===== config.mk =====
export PLATFORM = sky130hd
export DESIGN_NAME = rvfi_imem_sched
export DESIGN_NICKNAME = d
export VERILOG_FILES = /design/src/rtl/rvfi_sched_pkg.sv /design/src/rtl/rvfi_sched_fifo.sv /design/src/rtl/rvfi_imem_sched.sv
export SDC_FILE = /design/constraint.sdc
export NUM_CORES = 1
export LEC_CHECK = 0
export ABC_AREA = 0
export BUFFER_PORTS_ARGS = -buffer_cell sky130_fd_sc_hd__buf_2
export CAP_MARGIN = 20
export CORE_ASPECT_RATIO = 0.6
export CORE_UTILIZATION = 59
export CTS_BUF_LIST = sky130_fd_sc_hd__clkbuf_2 sky130_fd_sc_hd__clkbuf_4 sky130_fd_sc_hd__clkbuf_8
export CTS_CLUSTER_SIZE = 30
export DETAILED_ROUTE_END_ITERATION = 8
export MAX_ROUTING_LAYER = met4
export PLACE_DENSITY = 0.79
export SYNTH_ARGS = -nofsm -noshare
export SYNTH_HDL_FRONTEND = slang
export SYNTH_SLANG_ARGS = --single-unit
export TNS_END_PERCENT = 1

===== constraint.sdc =====
create_clock -name clk -period 5.58 [get_ports clk]
set_input_delay 0.558 -clock clk [delete_from_list [all_inputs] [get_ports clk]]
set_output_delay 0.558 -clock clk [all_outputs]
set_load 0.02 [all_outputs]

===== src/rtl/rvfi_sched_pkg.sv =====
// Shared types for the RVFI retirement scheduler.
// Entry layout carried through the FIFO and the FSM state encoding.
// No logic here; widths are fixed by the package constants.
package rvfi_sched_pkg;

  // Register/PC width of the checked core (the XLEN the entry pc is built with).
  localparam int SCHED_XLEN = 32;

  // Width of the RVFI order field carried per entry.
  localparam int ORDER_W = 8;

  // Width of an instruction word.
  localparam int INSN_W = 32;

  typedef struct packed {
    logic [ORDER_W-1:0]    order;
    logic [INSN_W-1:0]     insn;
    logic [SCHED_XLEN-1:0] pc;
  } rvfi_sched_entry_t;

  typedef enum logic [0:0] {
    RUN  = 1'b0,
    HALT = 1'b1
  } rvfi_sched_state_t;

endpackage


===== src/rtl/rvfi_sched_fifo.sv =====
// Multi-write (up to NRET per cycle), single-read entry storage with occupancy count.
// Latency: a write becomes readable at the head on the following cycle.
// Backpressure: none internally; the caller only writes when wr_n fits in free space.
module rvfi_sched_fifo
  import rvfi_sched_pkg::*;
#(
  parameter int  NRET  = 2,
  parameter int  DEPTH = 4,
  localparam int PW    = $clog2(DEPTH),
  localparam int CW    = PW + 1
) (
  input  logic              clk,
  input  logic              reset,
  input  rvfi_sched_entry_t wr_data [NRET],
  input  logic [CW-1:0]     wr_n,
  input  logic              rd_en,
  output rvfi_sched_entry_t rd_data,
  output logic [CW-1:0]     count
);

  rvfi_sched_entry_t mem [DEPTH];
  logic [PW-1:0]     wr_ptr;
  logic [PW-1:0]     rd_ptr;

  // Storage and pointers: compacted entries land at consecutive slots from the tail.
  always_ff @(posedge clk) begin
    if (reset) begin
      wr_ptr <= '0;
      rd_ptr <= '0;
      count  <= '0;
      for (int i = 0; i < DEPTH; i++) begin
        mem[i] <= '0;
      end
    end else begin
      for (int i = 0; i < NRET; i++) begin
        if (CW'(i) < wr_n) begin
          mem[wr_ptr + PW'(i)] <= wr_data[i];
        end
      end
      wr_ptr <= wr_ptr + PW'(wr_n);
      if (rd_en) begin
        rd_ptr <= rd_ptr + PW'(1);
      end
      count <= count + wr_n - CW'(rd_en);
    end
  end

  // Head is read straight from storage so the consumer sees no path from the inputs.
  assign rd_data = mem[rd_ptr];

endmodule


===== src/rtl/rvfi_imem_sched.sv =====
// Serialises the multi-channel RVFI retire bundle into one in-order stream, oldest channel first.
// Latency: 1 cycle from retire to chk_* at the earliest; one pop per cycle.
// Backpressure: chk_ready stalls the head; a group that does not fit is dropped, flags overflow and halts.
// Optional order-gap checking is compiled in with RVFI_IMEM_SCHED_ORDER_CHECK_EN.
module rvfi_imem_sched
  import rvfi_sched_pkg::*;
#(
  parameter int  XLEN  = 32,
  parameter int  NRET  = 2,
  parameter int  DEPTH = 4,
  localparam int CW    = $clog2(DEPTH) + 1
) (
  input  logic                   clk,
  input  logic                   reset,
  input  logic [NRET-1:0]        rvfi_valid,
  input  logic [NRET*8-1:0]      rvfi_order,
  input  logic [NRET*32-1:0]     rvfi_insn,
  input  logic [NRET*XLEN-1:0]   rvfi_pc_rdata,
  output logic                   chk_valid,
  input  logic                   chk_ready,
  output logic [7:0]             chk_order,
  output logic [31:0]            chk_insn,
  output logic [XLEN-1:0]        chk_pc,
  output logic                   overflow,
  output logic                   order_err
);

  rvfi_sched_state_t state;
  rvfi_sched_state_t state_nxt;

  rvfi_sched_entry_t comp [NRET];
  rvfi_sched_entry_t head;
  logic [CW-1:0]     n;
  logic [CW-1:0]     count;
  logic [CW-1:0]     free;
  logic [CW-1:0]     wr_n;
  logic              push_en;
  logic              accept;
  logic              drop;
  logic              pop;
  logic              ord_mismatch;

  // Compact valid channels into consecutive slots, preserving channel (age) order.
  always_comb begin
    int slot;
    slot = 0;
    for (int i = 0; i < NRET; i++) begin
      comp[i] = '0;
    end
    for (int k = 0; k < NRET; k++) begin
      if (rvfi_valid[k]) begin
        comp[slot].order = rvfi_order[k*8 +: 8];
        comp[slot].insn  = rvfi_insn[k*32 +: 32];
        comp[slot].pc    = SCHED_XLEN'(rvfi_pc_rdata[k*XLEN +: XLEN]);
        slot = slot + 1;
      end
    end
    n = CW'(slot);
  end

  // Whole-group accept or drop against the pre-pop free space; never a partial push.
  always_comb begin
    free   = CW'(DEPTH) - count;
    accept = push_en && (n != '0) && (n <= free);
    drop   = push_en && (n != '0) && (n > free);
    wr_n   = accept ? n : '0;
    pop    = chk_valid && chk_ready;
  end

  rvfi_sched_fifo #(
    .NRET  (NRET),
    .DEPTH (DEPTH)
  ) u_fifo (
    .clk     (clk),
    .reset   (reset),
    .wr_data (comp),
    .wr_n    (wr_n),
    .rd_en   (pop),
    .rd_data (head),
    .count   (count)
  );

  assign chk_valid = (count != '0);
  assign chk_order = head.order;
  assign chk_insn  = head.insn;
  assign chk_pc    = XLEN'(head.pc);

  // FSM state register; HALT is only left through reset.
  always_ff @(posedge clk) begin
    if (reset) begin
      state <= RUN;
    end else begin
      state <= state_nxt;
    end
  end

  // FSM next state: a dropped group or an order gap stops intake for good.
  always_comb begin
    state_nxt = state;
    if (state == RUN && (drop || ord_mismatch)) begin
      state_nxt = HALT;
    end
  end

  // FSM outputs: only RUN admits new retire groups; the FIFO drains in either state.
  always_comb begin
    push_en = (state == RUN);
  end

  // Sticky overflow flag, raised the cycle after a group is discarded.
  always_ff @(posedge clk) begin
    if (reset) begin
      overflow <= 1'b0;
    end else if (drop) begin
      overflow <= 1'b1;
    end
  end

`ifdef RVFI_IMEM_SCHED_ORDER_CHECK_EN
  logic [7:0] expected;
  logic       exp_vld;

  // The first pop only primes the expectation; later pops must follow it exactly.
  assign ord_mismatch = pop && exp_vld && (chk_order != expected);

  // Expected-order tracking; the 255->0 wrap falls out of the 8-bit add.
  always_ff @(posedge clk) begin
    if (reset) begin
      expected  <= '0;
      exp_vld   <= 1'b0;
      order_err <= 1'b0;
    end else begin
      if (pop) begin
        expected <= chk_order + 8'd1;
        exp_vld  <= 1'b1;
      end
      if (ord_mismatch) begin
        order_err <= 1'b1;
      end
    end
  end
`else
  assign ord_mismatch = 1'b0;
  assign order_err    = 1'b0;
`endif

endmodule

# [Word-level counts from Yosys, hierarchy flattened]
# Memories as Yosys holds them, arrays and structs flattened. A register that Yosys moved wholly into a read port is not among the register bits.
# Index checks and enable logic that the tools add are counted.
[word_totals] word_cells=61 output_inout_bits=75 register_bits=9 n_memories=1 inputBits=149 ramBits=288
[op_classes] addsub=7 reduce_logical=10 n_lt_le_gt_ge=6 n_bitwise=2 n_mux=30
[mem_list] name="u_fifo.mem" depth=4 width=72 read_ports=1 rd_ports_with_merged_regs=1 wr=4 line_no="rvfi_sched_fifo.sv:21" text="rvfi_sched_entry_t mem [DEPTH];"
[op_table] operator="$bwmux W144" n=3
[op_table] operator="$mux W72" n=4
[op_table] operator="$demux W72 S1" n=3
[op_table] operator="$mux W144" n=1
[op_table] operator="$reduce_or A72 Y1" n=2
[op_table] operator="$mux W64" n=1
[op_table] operator="$ge A32 B2 Y1 const B" n=1
[op_table] operator="$lt A32 B1 Y1 const B" n=1
[op_table] operator="$mux W32" n=1
[op_table] operator="$not A32 Y32" n=1
[op_table] operator="$mux W1" n=11
[op_table] operator="$mux W2" n=4
[op_table] operator="$logic_and A1 B1 Y1" n=6
[op_table] operator="$lt A1 B3 Y1 const A" n=2
[op_table] operator="$mux W3" n=2
[op_table] operator="$reduce_bool A3 Y1" n=2
[op_table] operator="$add A2 B1 Y2 const B" n=2
[op_table] operator="$add A3 B3 Y3" n=1
[op_table] operator="$gt A3 B3 Y1" n=1
[op_table] operator="$le A3 B3 Y1" n=1
[op_table] operator="$sub A3 B1 Y3" n=1
[op_table] operator="$sub A3 B3 Y3 const A" n=1
[op_table] operator="$add A1 B1 Y2 const B" n=1
[op_table] operator="$add A2 B2 Y2" n=1
[op_table] operator="$not A1 Y1" n=1

# [Longest topological paths before layout]
# Gate-level depths: netlist (run 1).
[depth] word_depth=13 ltp_mapped=17 depth_no_buf=14

# [Hierarchy]
# A second synthesis (run 1) with hierarchy kept.
[hier_totals] cells_unflattened=1074 area_unflattened_um2=15936.5
[by_module_without_submodules] mod="rvfi_sched_fifo" cells_per_inst=869 seq_area_each_um2=8828.5 instances=1 area_each_um2=14368.8
[by_module_without_submodules] mod="rvfi_imem_sched" cells_per_inst=205 seq_area_each_um2=40.0 instances=1 area_each_um2=1567.8

# [Least setup slack after synthesis (run 1)]
# Ideal clock, no wire load.
[synth_path] path_type="input-to-reg" startpoint="in rvfi_valid[0]" endpoint="mem u_fifo.mem[0][0] (netlist bit), enable pin" setup_time_ns=0.919 stages=11 t_required_ns=4.661 n_path_buf=3 arrival_time_ns=3.794 slack_ns=0.867 path_cell_list="buf_2 > inv_1 > ha_1 > inv_1 > ha_1 > nand2_1 > o211ai_2 > buf_4 > nand3_2 > clkbuf_1 > nand3b_1"
[synth_rtl] element="start: declaration" line_no="rvfi_imem_sched.sv:15" text="input logic [NRET-1:0] rvfi_valid,"
[synth_rtl] element="end: declaration" line_no="rvfi_sched_fifo.sv:21"

==> results.py, run 1 <==
metrics = {
    "detailed_routing": {
        "vias": 11400,
        "wirelength_um": 42400,
        "wl_per_cell_um": 27.0,
        "viasPerCell": 7.28,
        "drt-pass1-iter-count": 6,
        "drc": 0,
        "ant_nets": 0,
        "detail_route.iter0.violations": 1542,
    },
    "timing": {
        "setup_viol": 0,
        "timing.slew.headroom_pct": 26.1,
        "drv_slew": 0,
        "setup_tns_ns": 0,
        "rsz0062_at_grt": "no",
        "hold_violations": 0,
        "fmax_mhz": 268,
        "tightest_slew_ns": 1.11,
        "finalCriticalPeriod_ns": 3.73,
        "clock_skew_ns": 0.0320,
        "post-route-period-util_pct": 66.9,
    },
    "logic_synthesis": {
        "ys.flop_type": "edfxtp_1",
        "yosys.area_share.simple_pct": 5.09,
        "muxShareOfSynthArea_pct": 11.5,
        "synth-compound-area-share_pct": 17.3,
        "synthesis.area_um2": 14700,
        "yosys.area.top_type": "edfxtp_1",
        "yosysTopAreaCellShare_pct": 59.0,
        "synth_top_family_by_area": "compound AO/OA/AOI/OAI gates",
        "ys_types": 44,
        "synth-edff-count": 288,
        "seq_area_frac_synth_pct": 60.5,
        "synthTopCellsByArea": "edfxtp_1 (59%), mux4_2 (11%), o22ai_1 (8.8%)",
        "synthArstFlopShare_pct": 0,
        "ys.warnings.count": 0,
        "synthXorXnorAreaFrac_pct": 0.299,
        "ys_seq_elements": 299,
        "syn_inst": 1031,
        "avgSynthCellArea_um2": 14.2,
        "synth_fa_ha_area_share_pct": 0.991,
        "synth_nets": 1191,
    },
    "power": {
        "p_seq_share_pct": 43.2,
        "power_switching_share_pct": 34.3,
        "vdd.ir_drop.worst_mv": 0.197,
        "power_frac_clock_pct": 25.1,
        "power.total_mw": 7.30,
        "p_comb_share_pct": 31.7,
        "powerDensity_nw_per_um2": 434,
        "p_leak_nw": 5.92,
        "power_switching_mw": 2.50,
        "intPower_mw": 4.80,
    },
    "layout": {
        "final_common_cell": "edfxtp_1",
        "layout_common_cells": "edfxtp_1 (288), buf_2 (221), o22ai_1 (207)",
        "nets": 1373,
        "drive_gt1_share_pct": 33.3,
        "synthToLayoutAreaGrowth_pct": 14.9,
    },
    "clock_network": {
        "cts_buffers": 44,
        "clock-sinks": 299,
        "hold_buffers": 0,
        "cts-resized-gates": 0,
        "htree_levels": 2,
        "clkTransAtPathRegs_ns": 0.07,
        "clock_latency_ns": 0.56,
        "post_cts_buffers": 0,
        "cts.path.max_buffers": 3,
        "cts_tree": "done",
        "cts_root_buf": "clkbuf_8",
    },
    "critical_path": {
        "rr_worst_depth": 10,
        "r2r_setup_slack_ns": 2.09,
        "worst-path-max-fanout": 65,
        "worstSetupStartpointType": "input port",
        "worstPathRequired_ns": 5.76,
        "cp-end-kind": "flip-flop",
        "r2r-start": "u_fifo.count[0]",
        "criticalPathCategory": "input port to flip-flop",
        "cp_data_arrival_time_ns": 3.91,
        "regToRegEndpoint": "u_fifo.mem[1][4]",
    },
    "min_path": {
        "min_to": "u_fifo.mem[2][43]",
        "holdPathStages": 3,
        "hold_path.class": "input port to flip-flop",
        "worstHoldStart": "rvfi_insn[11]",
    },
    "run": {
        "drv_cap": 0,
    },
    "die": {
        "dieArea_um2": 25500,
        "core_um2": 24300,
        "die_h_um": 124,
        "die-width_um": 205,
        "initial_utilization_pct": 60.4,
        "io_pins": 224,
        "rows": 44,
    },
    "global_routing": {
        "grt_overflow_total": 0,
        "gr-usage-all-layers_pct": 34.3,
        "grt_pass1_wl_um": 63000,
        "antenna_found_initial": 1,
        "grt_pass1_vias": 11000,
        "grt_max_degree": 73,
    },
    "placed_design": {
        "gp_congestion": 0.861,
        "io_buffers": 222,
        "hpwlAfterDp_um": 24200,
    },
    "outcome": {
        "status": "finished clean",
    },
}
==> cell usage after synthesis, types with 2 or more instances <==
cell	n
o221ai_1	9
buf_4	7
nor2_1	8
xor2_1	3
nand3_1	7
xnor2_1	2
nand3_2	7
ha_1	10
dfxtp_1	11
nand2_1	86
a22oi_1	56
buf_2	38
nand4_1	10
nand3b_1	2
and2_1	11
inv_1	13
buf_1	6
buf_6	10
edfxtp_1	288
nor2b_1	8
o22ai_1	207
a21oi_1	10
o32ai_1	65
nand2b_1	2
mux2i_1	7
a22o_1	7
clkbuf_1	53
mux4_2	72
==> power groups by stage <==
stage | registers [mW] | clock network, mW | logic (mW)
3_5_place_dp | 3.20 | 0 | 2.28
6_report | 3.16 | 1.83 | 2.31
3_3_place_gp | 3.18 | 0 | 2.25
5_1_grt | 3.20 | 1.93 | 2.44
4_1_cts | 3.16 | 1.83 | 2.29
2_1_floorplan | 3.07 | 0 | 1.65
==> final cells by class <==
type / instances / area [um^2]
well taps: 322 / 403
diodes: 1 / 2.50
fillers: 1702 / 7440
repair buffers: 250 / 1360
clock inverters: 10 / 98.8
multi-input cells: 605 / 5260
flip-flops and latches: 299 / 8880
clock buffers: 66 / 783
inverters: 13 / 48.8
==> per-stage QoR <==
| step | instance area (um^2) | cells | hold WS (ns) | utilization [%] | worst slack (ns) |
|---|---|---|---|---|---|
| after CTS | 16800 | 1565 | 0.379 | 69.3 | 1.94 |
| after detailed placement | 16000 | 1489 | 0.459 | 65.7 | 1.37 |
| final | 16800 | 1566 | 0.407 | 69.3 | 1.85 |
| after global placement | 16000 | 1489 | 0.433 | 65.7 | 1.48 |
| after global routing | 16800 | 1566 | 0.391 | 69.3 | 1.76 |
| after floorplan | 14700 | 1031 | 0.485 | - | 0.867 |
==> worst max-delay path, stage by stage <==
cell,delay [ns]
buf_4,0.46
ha_1,0.46
ha_1,0.31
nor2b_1,0.16
o211ai_4,0.52
buf_4,0.36
nand3_4,0.10
nand3b_1,0.46
buf_12,0.39
==> worst max path at each step <==
stage	startpoint	end	slack, ns	depth (start not counted)
2_1_floorplan	rvfi_valid[0]	u_fifo.mem[0][0]	0.87	11
3_3_place_gp	rvfi_valid[0]	u_fifo.mem[2][15]	1.48	9
3_5_place_dp	rvfi_valid[0]	u_fifo.mem[1][63]	1.37	9
4_1_cts	rvfi_valid[0]	u_fifo.mem[1][4]	1.94	9
5_1_grt	rvfi_valid[0]	u_fifo.mem[1][4]	1.76	9
6_report	rvfi_valid[0]	u_fifo.mem[1][4]	1.85	9
==> routing by layer <==
layer	track usage, %	part of all wire, %
met1	48.6	39
met2	50.2	46
met3	6.93	13
met4	11.4	2.2
met5	-	0
==> flip-flops by register name, summed over array words and instances, names as in the netlist, named ones only <==
register       flops
u_fifo.rd_ptr      2
overflow           1
u_fifo.count       3
state              1
u_fifo.wr_ptr      2
u_fifo.mem       288
==> logic make-up (layout without fill, tap and decap cells) <==
kind of cell	Yosys count	count (layout)
other cells	1	2
mux	79	79
simple gates	149	149
xor+xnor	5	5
compound gates	360	360
flops	299	299
fa+ha+maj	11	11
buf+inv	127	339
Note: power is estimated with default switching activity, not from simulation.
==> inputs of run 2 (changes only) <==
==> constraint.sdc (replaced) <==
create_clock -name clk -period 3.9 [get_ports clk]
set_input_delay 0.39 -clock clk [delete_from_list [all_inputs] [get_ports clk]]
set_output_delay 0.39 -clock clk [all_outputs]
set_load 0.02 [all_outputs]
==> run 2 against run 1 <==
Compared with the run above: total power is 41% higher; clock skew is 0.0057 ns lower; global-route usage up 0.10 points; clock power up 34%; non-clock buffer count rose by 2; register-to-register slack got worse by 1.3 ns; die area unchanged; critical path type is now flip-flop to flip-flop.
==> results.py, run 2 (synthesized netlist as in run 1, its figures left out) <==
metrics = {
    "outcome": {
        "status": "finished clean",
    },
    "critical_path": {
        "worst-path-max-fanout": 13,
        "crit_chain": "inv_1 -> ha_1 -> inv_2 -> ha_4 -> nor2b_4 -> o211ai_4 -> and3_1 -> inv_1 -> ha_1 -> inv_1 -> ha_1 -> fa_1 -> xnor2_1 -> nor2_1",
        "r2r_setup_slack_ns": 0.76,
        "cp_data_arrival_time_ns": 3.58,
        "cp-end-kind": "flip-flop",
        "r2r-start": "u_fifo.count[0]",
        "regToRegEndpoint": "u_fifo.count[2]",
        "critPathBufInv": 4,
        "crit_slowest_cell": "o211ai_4",
        "crit_family": "adder cells",
        "rr_worst_depth": 14,
        "worst_path_largest_cell_delay_ns": 0.48,
        "worstPathRequired_ns": 4.34,
        "criticalPathCategory": "flip-flop to flip-flop",
        "worstSetupStartpointType": "flip-flop",
    },
    "timing": {
        "tightest_slew_ns": 1.10,
        "drv_slew": 0,
        "timing.slew.headroom_pct": 26.7,
        "hold_violations": 0,
        "fmax_mhz": 318,
        "clock_skew_ns": 0.0263,
        "post-route-period-util_pct": 80.6,
        "setup_viol": 0,
        "rsz0062_at_grt": "no",
        "setup_tns_ns": 0,
        "finalCriticalPeriod_ns": 3.14,
        "final.setup.worst_slack_ns": 0.756,
    },
    "detailed_routing": {
        "ant_nets": 0,
        "drc": 0,
        "wirelength_um": 41800,
        "wl_per_cell_um": 26.7,
        "vias": 11300,
        "drt-pass1-iter-count": 5,
        "viasPerCell": 7.22,
        "detail_route.iter0.violations": 1589,
    },
    "layout": {
        "final_cell_area_um2": 16900,
        "regMostFlops": "u_fifo.mem",
        "largest_reg_flops": 288,
        "layout_common_cells": "edfxtp_1 (288), buf_2 (221), o22ai_1 (207)",
        "reg.largest.list": "u_fifo.mem (288), u_fifo.count (3)",
        "synthToLayoutAreaGrowth_pct": 15.1,
        "nets": 1375,
        "drive_gt1_share_pct": 34.0,
        "fin_cells": 1566,
        "final_common_cell": "edfxtp_1",
    },
    "die": {
        "core_um2": 24300,
        "rows": 44,
        "dieArea_um2": 25500,
        "initial_utilization_pct": 60.4,
        "die_h_um": 124,
        "io_pins": 224,
        "die-width_um": 205,
    },
    "global_routing": {
        "grt_pass1_wl_um": 63200,
        "grt_pass1_vias": 10900,
        "antenna_found_initial": 3,
        "grt_max_degree": 73,
        "grt_overflow_total": 0,
        "gr-usage-all-layers_pct": 34.4,
    },
    "placed_design": {
        "hpwlAfterDp_um": 23300,
        "io_buffers": 222,
        "place_ws_ns": 0.585,
        "place_area_um2": 16100,
        "dp_cells": 1491,
        "gp_congestion": 0.851,
    },
    "clock_network": {
        "hold_buffers": 0,
        "cts_tree": "done",
        "post_cts_buffers": 0,
        "clock-sinks": 299,
        "htree_levels": 2,
        "cts_root_buf": "clkbuf_8",
        "cts_buffers": 44,
        "cts-resized-gates": 0,
        "cts.path.max_buffers": 3,
        "clock_latency_ns": 0.58,
        "clkTransAtPathRegs_ns": 0.07,
    },
    "run": {
        "drv_cap": 0,
    },
    "power": {
        "vdd.ir_drop.worst_mv": 0.351,
        "powerDensity_nw_per_um2": 612,
        "p_leak_nw": 5.91,
        "power.total_mw": 10.3,
    },
    "min_path": {
        "hold_path.class": "input port to flip-flop",
        "min_to": "u_fifo.mem[1][1]",
        "holdPathStages": 3,
        "worstHoldStart": "rvfi_pc_rdata[33]",
    },
}
[run 2: worst reg2reg max path: stages, from the launching register on]
cell and delay (ns):
dfxtp_2 0.37, inv_1 0.05, ha_1 0.28, inv_2 0.07
ha_4 0.20, nor2b_4 0.13, o211ai_4 0.48, and3_1 0.26
inv_1 0.05, ha_1 0.26, inv_1 0.04, ha_1 0.19
fa_1 0.43, xnor2_1 0.17, nor2_1 0.05
[run 2: layer usage]
layer	global-route usage, %	up-vias	routed length [um]
met5	-	-	0
met4	12.3	0	891
met3	8.37	89	5510
met2	50.1	923	19300
met1	47.5	5530	16100
li1	-	4757	-
[run 2: stage by stage]
stage / hold WS [ns] / util, %
2_1_floorplan: 0.454 / -
3_3_place_gp: 0.433 / 66.1
3_5_place_dp: 0.451 / 66.1
4_1_cts: 0.200 / 69.4
5_1_grt: 0.223 / 69.5
6_report: 0.224 / 69.5
[run 2: worst max path at each step]
| stage | start | end | slack [ns] | cells past startpoint |
|---|---|---|---|---|
| final | u_fifo.count[0] | u_fifo.count[2] | 0.76 | 14 |
| after global routing | u_fifo.count[0] | u_fifo.count[2] | 0.54 | 14 |
| after CTS | u_fifo.count[0] | u_fifo.count[2] | 0.75 | 14 |
| after detailed placement | rvfi_valid[0] | u_fifo.count[2] | 0.58 | 13 |
| after global placement | rvfi_valid[0] | u_fifo.count[2] | 0.61 | 13 |
| after floorplan | u_fifo.count[0] | u_fifo.mem[0][0] | -0.21 | 10 |
[run 2: cell type report]
class | count | area, um^2
Sequential cell | 299 | 8880
Fill cell | 1668 | 7410
Multi-Input combinational cell | 605 | 5310
Timing Repair Buffer | 252 | 1410
Clock buffer | 65 | 769
Tap cell | 322 | 403
Inverter | 13 | 51.3
Clock inverter | 7 | 36.3
Antenna cell | 3 | 7.51
[run 2: where the power goes]
part | switching, mW | internal [mW]
Sequential | 0.308 | 4.21
Clock | 1.20 | 1.25
Combinational | 2.07 | 1.29
